**src/rtl/apb_master_bridge_pkg.sv**
```systemverilog
// ---------------------------------------------------------------------------
// apb_pkg
// Shared types and constants for the APB master bridge and its peripheral
// subsystem.
//   apb_state_t : bridge FSM state encoding (IDLE, SETUP, ACCESS, RESP)
//   apb_rsp_t   : response record returned to the requester
//   MUL_* / PWM_BASE : address map of the multiplier and PWM slaves
// ---------------------------------------------------------------------------
package apb_pkg;

    // Data width of the peripheral subsystem bus; the response record is
    // sized to it, so a bridge instance must use DATA_WIDTH <= APB_DATA_W.
    localparam int APB_DATA_W = 32;

    typedef enum logic [1:0] {
        IDLE   = 2'd0,
        SETUP  = 2'd1,
        ACCESS = 2'd2,
        RESP   = 2'd3
    } apb_state_t;

    typedef struct packed {
        logic [APB_DATA_W-1:0] rdata;
        logic                  err;
        logic                  timeout;
    } apb_rsp_t;

    // Peripheral address map
    localparam logic [31:0] MUL_A     = 32'h0000_0FF0;
    localparam logic [31:0] MUL_B     = 32'h0000_02C4;
    localparam logic [31:0] MUL_START = 32'h0000_000C;
    localparam logic [31:0] MUL_RES   = 32'h0000_0008;
    localparam logic [31:0] PWM_BASE  = 32'h0000_1000;

endpackage

```
**src/rtl/apb_master_bridge_timeout_counter.sv**
```systemverilog
// ---------------------------------------------------------------------------
// apb_timeout_counter
// Counts ACCESS cycles spent waiting for PREADY and flags the last allowed
// cycle.
//   clk    : clock
//   rst    : synchronous active-high reset
//   i_clr  : clear the count (takes priority over i_en)
//   i_en   : advance the count by one
//   o_tc   : terminal count, high while count == TIMEOUT_CYCLES-1;
//            never asserted when TIMEOUT_CYCLES == 0
// ---------------------------------------------------------------------------
module apb_timeout_counter #(
    parameter int TIMEOUT_CYCLES = 64,
    parameter int TO_CNT_WIDTH   = 16
) (
    input  logic clk,
    input  logic rst,
    input  logic i_clr,
    input  logic i_en,
    output logic o_tc
);

    localparam int LP_LAST_INT = (TIMEOUT_CYCLES == 0) ? 0 : TIMEOUT_CYCLES - 1;
    localparam logic [TO_CNT_WIDTH-1:0] LP_LAST = TO_CNT_WIDTH'(LP_LAST_INT);

    logic [TO_CNT_WIDTH-1:0] r_cnt;

    always_ff @(posedge clk) begin
        if (rst || i_clr) begin
            r_cnt <= '0;
        end else if (i_en) begin
            r_cnt <= r_cnt + 1'b1;
        end
    end

    assign o_tc = (TIMEOUT_CYCLES != 0) && (r_cnt == LP_LAST);

endmodule

```
**src/rtl/apb_master_bridge.sv**
```systemverilog
// ---------------------------------------------------------------------------
// apb_master_bridge
// Single-beat APB initiator. Accepts one command on a valid/ready request
// port, runs one APB SETUP/ACCESS transfer, and returns read data plus error
// and timeout status on a valid/ready response port.
//   PCLK, PRESET                : clock, synchronous active-high reset
//   cmd_valid/cmd_ready         : request handshake
//   cmd_write/cmd_addr/cmd_wdata: request fields
//   rsp_valid/rsp_ready         : response handshake
//   rsp_rdata/rsp_err/rsp_timeout : response fields
//   PADDR/PSEL/PENABLE/PWRITE/PWDATA : APB request outputs
//   PREADY/PRDATA/PSLAVEERR     : APB slave inputs
// ---------------------------------------------------------------------------
module apb_master_bridge
    import apb_pkg::*;
#(
    parameter int ADDR_WIDTH     = 32,
    parameter int DATA_WIDTH     = 32,
    parameter int TIMEOUT_CYCLES = 64,
    parameter int TO_CNT_WIDTH   = 16
) (
    input  logic                  PCLK,
    input  logic                  PRESET,
    // request port
    input  logic                  cmd_valid,
    output logic                  cmd_ready,
    input  logic                  cmd_write,
    input  logic [ADDR_WIDTH-1:0] cmd_addr,
    input  logic [DATA_WIDTH-1:0] cmd_wdata,
    // response port
    output logic                  rsp_valid,
    input  logic                  rsp_ready,
    output logic [DATA_WIDTH-1:0] rsp_rdata,
    output logic                  rsp_err,
    output logic                  rsp_timeout,
    // APB
    output logic [ADDR_WIDTH-1:0] PADDR,
    output logic                  PSEL,
    output logic                  PENABLE,
    output logic                  PWRITE,
    output logic [DATA_WIDTH-1:0] PWDATA,
    input  logic                  PREADY,
    input  logic [DATA_WIDTH-1:0] PRDATA,
    input  logic                  PSLAVEERR
);

    apb_state_t            r_state;
    logic [ADDR_WIDTH-1:0] r_paddr;
    logic                  r_pwrite;
    logic [DATA_WIDTH-1:0] r_pwdata;
    logic                  r_psel;
    logic                  r_penable;
    logic                  r_rsp_valid;
    apb_rsp_t              r_rsp;

    logic w_to_clr;
    logic w_to_en;
    logic w_to_tc;

    // The counter sits at zero outside ACCESS, so it starts every transfer
    // fresh; it only advances on cycles where the slave is still stalling.
    assign w_to_clr = (r_state != ACCESS);
    assign w_to_en  = (r_state == ACCESS) && !PREADY;

    apb_timeout_counter #(
        .TIMEOUT_CYCLES (TIMEOUT_CYCLES),
        .TO_CNT_WIDTH   (TO_CNT_WIDTH)
    ) u_timeout (
        .clk   (PCLK),
        .rst   (PRESET),
        .i_clr (w_to_clr),
        .i_en  (w_to_en),
        .o_tc  (w_to_tc)
    );

    always_ff @(posedge PCLK) begin
        if (PRESET) begin
            r_state     <= IDLE;
            r_paddr     <= '0;
            r_pwrite    <= 1'b0;
            r_pwdata    <= '0;
            r_psel      <= 1'b0;
            r_penable   <= 1'b0;
            r_rsp_valid <= 1'b0;
            r_rsp       <= '0;
        end else begin
            case (r_state)
                IDLE: begin
                    if (cmd_valid) begin
                        r_paddr  <= cmd_addr;
                        r_pwrite <= cmd_write;
                        r_pwdata <= cmd_write ? cmd_wdata : '0;
                        r_psel   <= 1'b1;
                        r_state  <= SETUP;
                    end
                end
                SETUP: begin
                    r_penable <= 1'b1;
                    r_state   <= ACCESS;
                end
                ACCESS: begin
                    // A slave completing on the terminal cycle beats the
                    // timeout, hence PREADY is tested first.
                    if (PREADY) begin
                        r_rsp.rdata   <= r_pwrite ? '0 : APB_DATA_W'(PRDATA);
                        r_rsp.err     <= PSLAVEERR;
                        r_rsp.timeout <= 1'b0;
                        r_psel        <= 1'b0;
                        r_penable     <= 1'b0;
                        r_rsp_valid   <= 1'b1;
                        r_state       <= RESP;
                    end else if (w_to_tc) begin
                        r_rsp.rdata   <= '0;
                        r_rsp.err     <= 1'b1;
                        r_rsp.timeout <= 1'b1;
                        r_psel        <= 1'b0;
                        r_penable     <= 1'b0;
                        r_rsp_valid   <= 1'b1;
                        r_state       <= RESP;
                    end
                end
                RESP: begin
                    if (rsp_ready) begin
                        r_rsp_valid <= 1'b0;
                        r_state     <= IDLE;
                    end
                end
                default: begin
                    r_state <= IDLE;
                end
            endcase
        end
    end

    assign cmd_ready   = (r_state == IDLE);
    assign rsp_valid   = r_rsp_valid;
    assign rsp_rdata   = r_rsp.rdata[DATA_WIDTH-1:0];
    assign rsp_err     = r_rsp.err;
    assign rsp_timeout = r_rsp.timeout;
    assign PADDR       = r_paddr;
    assign PSEL        = r_psel;
    assign PENABLE     = r_penable;
    assign PWRITE      = r_pwrite;
    assign PWDATA      = r_pwdata;

endmodule
```
**config.mk**
```make
export PLATFORM = sky130hd
export DESIGN_NAME = apb_master_bridge
export DESIGN_NICKNAME = d
export VERILOG_FILES = /design/src/rtl/apb_master_bridge_pkg.sv /design/src/rtl/apb_master_bridge_timeout_counter.sv /design/src/rtl/apb_master_bridge.sv
export SDC_FILE = /design/constraint.sdc
export NUM_CORES = 1
export LEC_CHECK = 0
export CAP_MARGIN = 25
export CORE_UTILIZATION = 42
export DETAILED_ROUTE_END_ITERATION = 12
export GPL_TIMING_DRIVEN = 0
export PLACE_DENSITY = 0.8
export SLEW_MARGIN = 0
export SYNTH_ARGS = -nofsm -noshare
export SYNTH_HDL_FRONTEND = slang
export SYNTH_SLANG_ARGS = --single-unit
```
**constraint.sdc**
```tcl
create_clock -name PCLK -period 2.3 [get_ports PCLK]
set_input_delay 0.46 -clock PCLK [delete_from_list [all_inputs] [get_ports PCLK]]
set_output_delay 0.46 -clock PCLK [all_outputs]
set_load 0.01 [all_outputs]
```
Yosys cells after proc, flatten, opt, wreduce, memory -nomap -nowiden --
Index checks and enable logic that the tools add are counted.
Word-level totals: register bits after elaboration 120, input bits 103, word-level logic and storage cells 52
Cells by class: add/sub/neg operators 1, equality and inequality tests 8, mux-type cells 18, reduce and logical (&&, ||, !) cells 14
Operator list (number):
- $mux 34 | 2
- $mux 32 | 2
- $add 16x1->16 const B | 1
- $eq 16x6->1 const B | 1
- $reduce_and 3->1 | 3
- $mux 2 | 4
- $pmux 2 s4 | 1
- $reduce_bool 2->1 | 4
- $mux 1 | 6
- $ne 2x2->1 const B | 3
- $pmux 1 s2 | 3
- $reduce_and 2->1 | 3
- $eq 2x2->1 const B | 2
- $ne 3x2->1 const B | 1
- $eq 2x1->1 const B | 1
- $logic_not 2->1 | 1
- $logic_and 1x1->1 | 1
- $logic_not 1->1 | 1
- $logic_or 1x1->1 | 1

Logic depth before layout (Yosys ltp) --
depth in word-level cells 4, depth in mapped cells 7, gate-level depth less buffers 6

Hierarchy --
Synthesis repeated with hierarchy kept, for this count alone.
Second synthesis, totals: cell total of the unflattened synthesis 493, area total of the unflattened synthesis 4471.8 um2
By module, submodules not included:
- apb_master_bridge | instances 1, cells each 404, area an instance 3681.0 um2, sequential area each 2082.0 um2
- apb_timeout_counter | instances 1, cells each 89, area an instance 790.8 um2, sequential area each 320.3 um2

Least setup slack after synthesis --
Ideal clock, no wire load.
kind input -> register, start point in PREADY, end point reg u_timeout.r_cnt[12], library setup time 70 ps, arrival time 1836 ps, data required time 2230 ps, setup slack 393 ps, stages 6, buffers on the path 2, cells stage by stage clkbuf_1 -> nand2b_1 -> or2_1 -> clkbuf_1 -> or4_1 -> a21oi_1
On the way: word-level cells in the longest chain between the ends 2
RTL lines:
- from (decl) | line apb_master_bridge.sv:42 | input logic PREADY,
- $logic_not 1->1 | line apb_master_bridge.sv:63 | assign w_to_en = (r_state == ACCESS) && !PREADY;
- $logic_and 1x1->1 | line apb_master_bridge.sv:63
- to (signal assigned) | line apb_master_bridge_timeout_counter.sv:32 | r_cnt <= r_cnt + 1'b1;
- to (decl) | line apb_master_bridge_timeout_counter.sv:26 | logic [TO_CNT_WIDTH-1:0] r_cnt;
Every way passes these cells. A chain may end at the register's enable or synchronous reset.

Worst setup path after layout --
start point reg r_state[0], end point out cmd_ready
On the way: word-level cells in the longest chain between the ends 1
RTL lines:
- from (decl) | line apb_master_bridge.sv:47 | apb_state_t r_state;
- from (signal assigned) | line apb_master_bridge.sv:78 | r_state <= IDLE;
- from (signal assigned) | line apb_master_bridge.sv:94 | r_state <= SETUP;
- from (signal assigned) | line apb_master_bridge.sv:99 | r_state <= ACCESS;
- $logic_not 2->1 | line apb_master_bridge.sv:135 | assign cmd_ready = (r_state == IDLE);
- to (decl) | line apb_master_bridge.sv:26 | output logic cmd_ready,
Every way passes these cells.

==> summary.txt <==
Logic synthesis
  – Post-synth EDFFs: 0
  – Yosys reg bits: 120
  – Synthesized net count: 659
  – YS warnings: 0
  – Netlist Area Pre-Place: 4650 um^2
  – Sequential area share after synthesis: 51.6%
  – Post-Syn Area per Cell: 8.43 um^2
  – Synth unique cells: 41
  – Fraction of registers with async set/reset: 0%
  – Mapped Cells: 552
  – Main synth FF type: dfxtp_1

Setup path
  – WP data arrival: 1.71 ns
  – R2r endpoint: PENABLE$_SDFFE_PP0P_
  – Crit. Startpoint: r_state[0]$_SDFFE_PP0P_
  – R2R setup slack: 0.20 ns
  – Worst Path Required: 1.84 ns
  – Worst setup SP type: register
  – Crit end category: output port
  – Crit Path Class: register to output port
  – Crit Reg-Reg Startpoint: u_timeout.r_cnt[7]$_SDFFE_PP0P_
  – Worst setup path endpoint: cmd_ready
  – Worst r2r path cells: 4
  – Crit Path Max Fanout: 5

Die
  – Die ar.: 11500 um^2
  – Starting Density: 43.1%
  – CORE AREA: 10800 um^2
  – I/O pin total: 206
  – Cell Rows: 38
  – Die H: 107 um
  – Chip width: 107 um

Clocking
  – Post-CTS Setup Repair Bufs: 0
  – H-tree depth: 4
  – CTS Root Cell: clkbuf_8
  – CTS sink count: 120
  – Clk buf depth: 2
  – Hold_buf cts: 0
  – Total CTS buffers: 17
  – Clock-pin slew on the worst setup and hold paths: 0.06 ns
  – CTS tree: done
  – Clock Latency Late Sink: 0.50 ns

Route
  – DRC viols: 0
  – Via count: 4695
  – Routed WL: 13700 um
  – Iter 0 DRT Violations: 218
  – DRT antenna net count: 0
  – Wire length per cell: 14.8 um
  – Router iterations before antenna repair: 7
  – Via density per instance: 5.08

Power and ir drop
  – VDD IR-drop max: 0.574 mV
  – Final Total Pwr: 0.00697 W
  – Pleak: 2.85 nW
  – PwrDens: 935 nW/um^2

Place
  – Hpwl dp: 10200 um
  – Number of instances in the placed design: 894
  – GP Congestion: 0.846
  – Placed cell area: 6850 um^2
  – Port bufs: 202

Global routing
  – Vias in the first global route: 4642
  – Global router's overall resource usage: 24.0%
  – Largest net degree at the start of global routing: 17
  – First-pass GRT wire length: 21700 um
  – Initial antenna violation count: 0
  – Congestion Overflow GR: 0

Cells and area
  – Nets: 880
  – Share of cells above drive strength 1: 5.35%
  – Leading cell types in the layout, fill and taps excluded: clkdlybuf4s50_1, nand2_1, dfxtp_1
  – Finished Layout Cells: 925
  – Final Cell Area: 7450 um^2
  – Core Util, Final: 69.0%
  – Commonest non-fill, non-tap cell in the layout: clkdlybuf4s50_1
  – Area Growth Syn to Fin: 60.2%
  – # diodes: 0

Run status
  – Status: completed

STA
  – RSZ-0062 raised after global routing: false
  – Final hold vios: 0
  – Finish-stage setup viols: 0
  – Slew of the pin with the lowest slew margin: 0.665 ns
  – Fmax achieved: 0.460 GHz
  – Final TNS setup: 0 ns
  – Fin. max-slew vios: 0
  – Setup Skew: 0.0105 ns
  – Period utilisation layout: 94.5%
  – Crit path time final: 2.17 ns
  – Rel. slew slack: 55.3%

Job
  – Max Cap Violations: 0

Worst hold path
  – Tightest Hold Check Type: input port to register
metrics by stage:
step	setup slack, ns	hold slack [ns]
2_1_floorplan	0.393	0.453
3_3_place_gp	-0.0885	0.438
3_5_place_dp	-0.129	0.447
4_1_cts	0.0402	0.348
5_1_grt	0.0564	0.384
6_report	0.128	0.348
synthesized netlist by cell type, types with 2 or more instances:
cell type	instances	area share (%)
nand2_1	172	14
nand3_1	36	3.9
buf_1	6	0.48
dfxtp_1	120	52
a21oi_1	73	7.9
buf_6	3	0.73
or3_1	2	0.27
nor3_1	3	0.32
or4_1	4	0.65
o31ai_1	2	0.32
ha_1	4	1.1
clkbuf_1	30	2.4
mux2i_1	34	7.3
nand4_1	4	0.54
nor3b_1	2	0.32
o21ai_0	4	0.43
inv_1	4	0.32
and2_1	2	0.27
xor2_1	7	1.3
nand2b_1	3	0.40
nor2_1	13	1.0
xnor2_1	3	0.56
a31oi_1	2	0.27
and3_1	2	0.27
state kept, by name, indices dropped and copies added, names as in the netlist, 2 cells and up:
| signal | count |
|---|---|
| r_state | 2 |
| u_timeout.r_cnt | 16 |
| PADDR | 32 |
| PWDATA | 32 |
| rsp_rdata | 32 |
critical path, stage by stage, from the launching register on:
cell and delay [ns]:
dfxtp_1 0.33, inv_1 0.08, ha_2 0.25, clkdlybuf4s50_1 0.55
timing repair:
| item | 4_1_cts | 5_1_grt |
|---|---|---|
| setup endpoints to repair | 0 | 2 |
| endpoints found under the hold margin | 0 | 0 |
| resized for setup | 0 | 3 |
where the power goes:
part / switching, W / internal (W) / total, W / leakage (nW)
logic: 0.000959 / 0.000883 / 0.00184 / 1.59
clock network: 0.000980 / 0.00169 / 0.00267 / 0.285
registers: 0.000137 / 0.00232 / 0.00246 / 0.975
worst min path at each step:
stage / from / to / slack (ns) / depth (start not counted)
global placement: PWDATA[9]$_SDFFE_PP0P_ / PWDATA[9]$_SDFFE_PP0P_ / 0.44 / 2
global route: cmd_write / PWDATA[28]$_SDFFE_PP0P_ / 0.38 / 3
detailed placement: PADDR[5]$_SDFFE_PP0P_ / PADDR[5]$_SDFFE_PP0P_ / 0.45 / 2
finish: cmd_write / PWDATA[27]$_SDFFE_PP0P_ / 0.35 / 3
floorplan: u_timeout.r_cnt[15]$_SDFFE_PP0P_ / u_timeout.r_cnt[15]$_SDFFE_PP0P_ / 0.45 / 2
CTS: cmd_write / PWDATA[27]$_SDFFE_PP0P_ / 0.35 / 3
cell type report:
type / count / area (um^2)
Tap cell: 140 / 175
Inverter: 5 / 18.8
Clock inverter: 13 / 170
Fill cell: 846 / 3340
Sequential cell: 120 / 2400
Timing Repair Buffer: 202 / 2020
Multi-Input combinational cell: 388 / 2070
Clock buffer: 18 / 428
Buffer: 39 / 170
per-layer routing:
metal  GRT usage (%)  up-vias  part of all wire, %  wire length, um
met5               0        -                    0                0
met4            12.0        0                  2.0              269
met3            8.72       21                  9.1             1250
met2            41.2      200                   50             6790
met1            26.1     2185                   39             5410
li1                -     2289                    -                -
cell families after synthesis:
family / after synthesis / synth area share [%]
and+or+nand+nor: 252 / 23.5
DFF: 120 / 51.6
AOI/OAI and AO/OA: 88 / 10.6
buffers and inverters: 44 / 4.03
muxes: 34 / 7.31
xor gates and xnor gates: 10 / 1.88
adders and majority gates: 4 / 1.08
No activity file was read; power rests on OpenSTA's default activity.
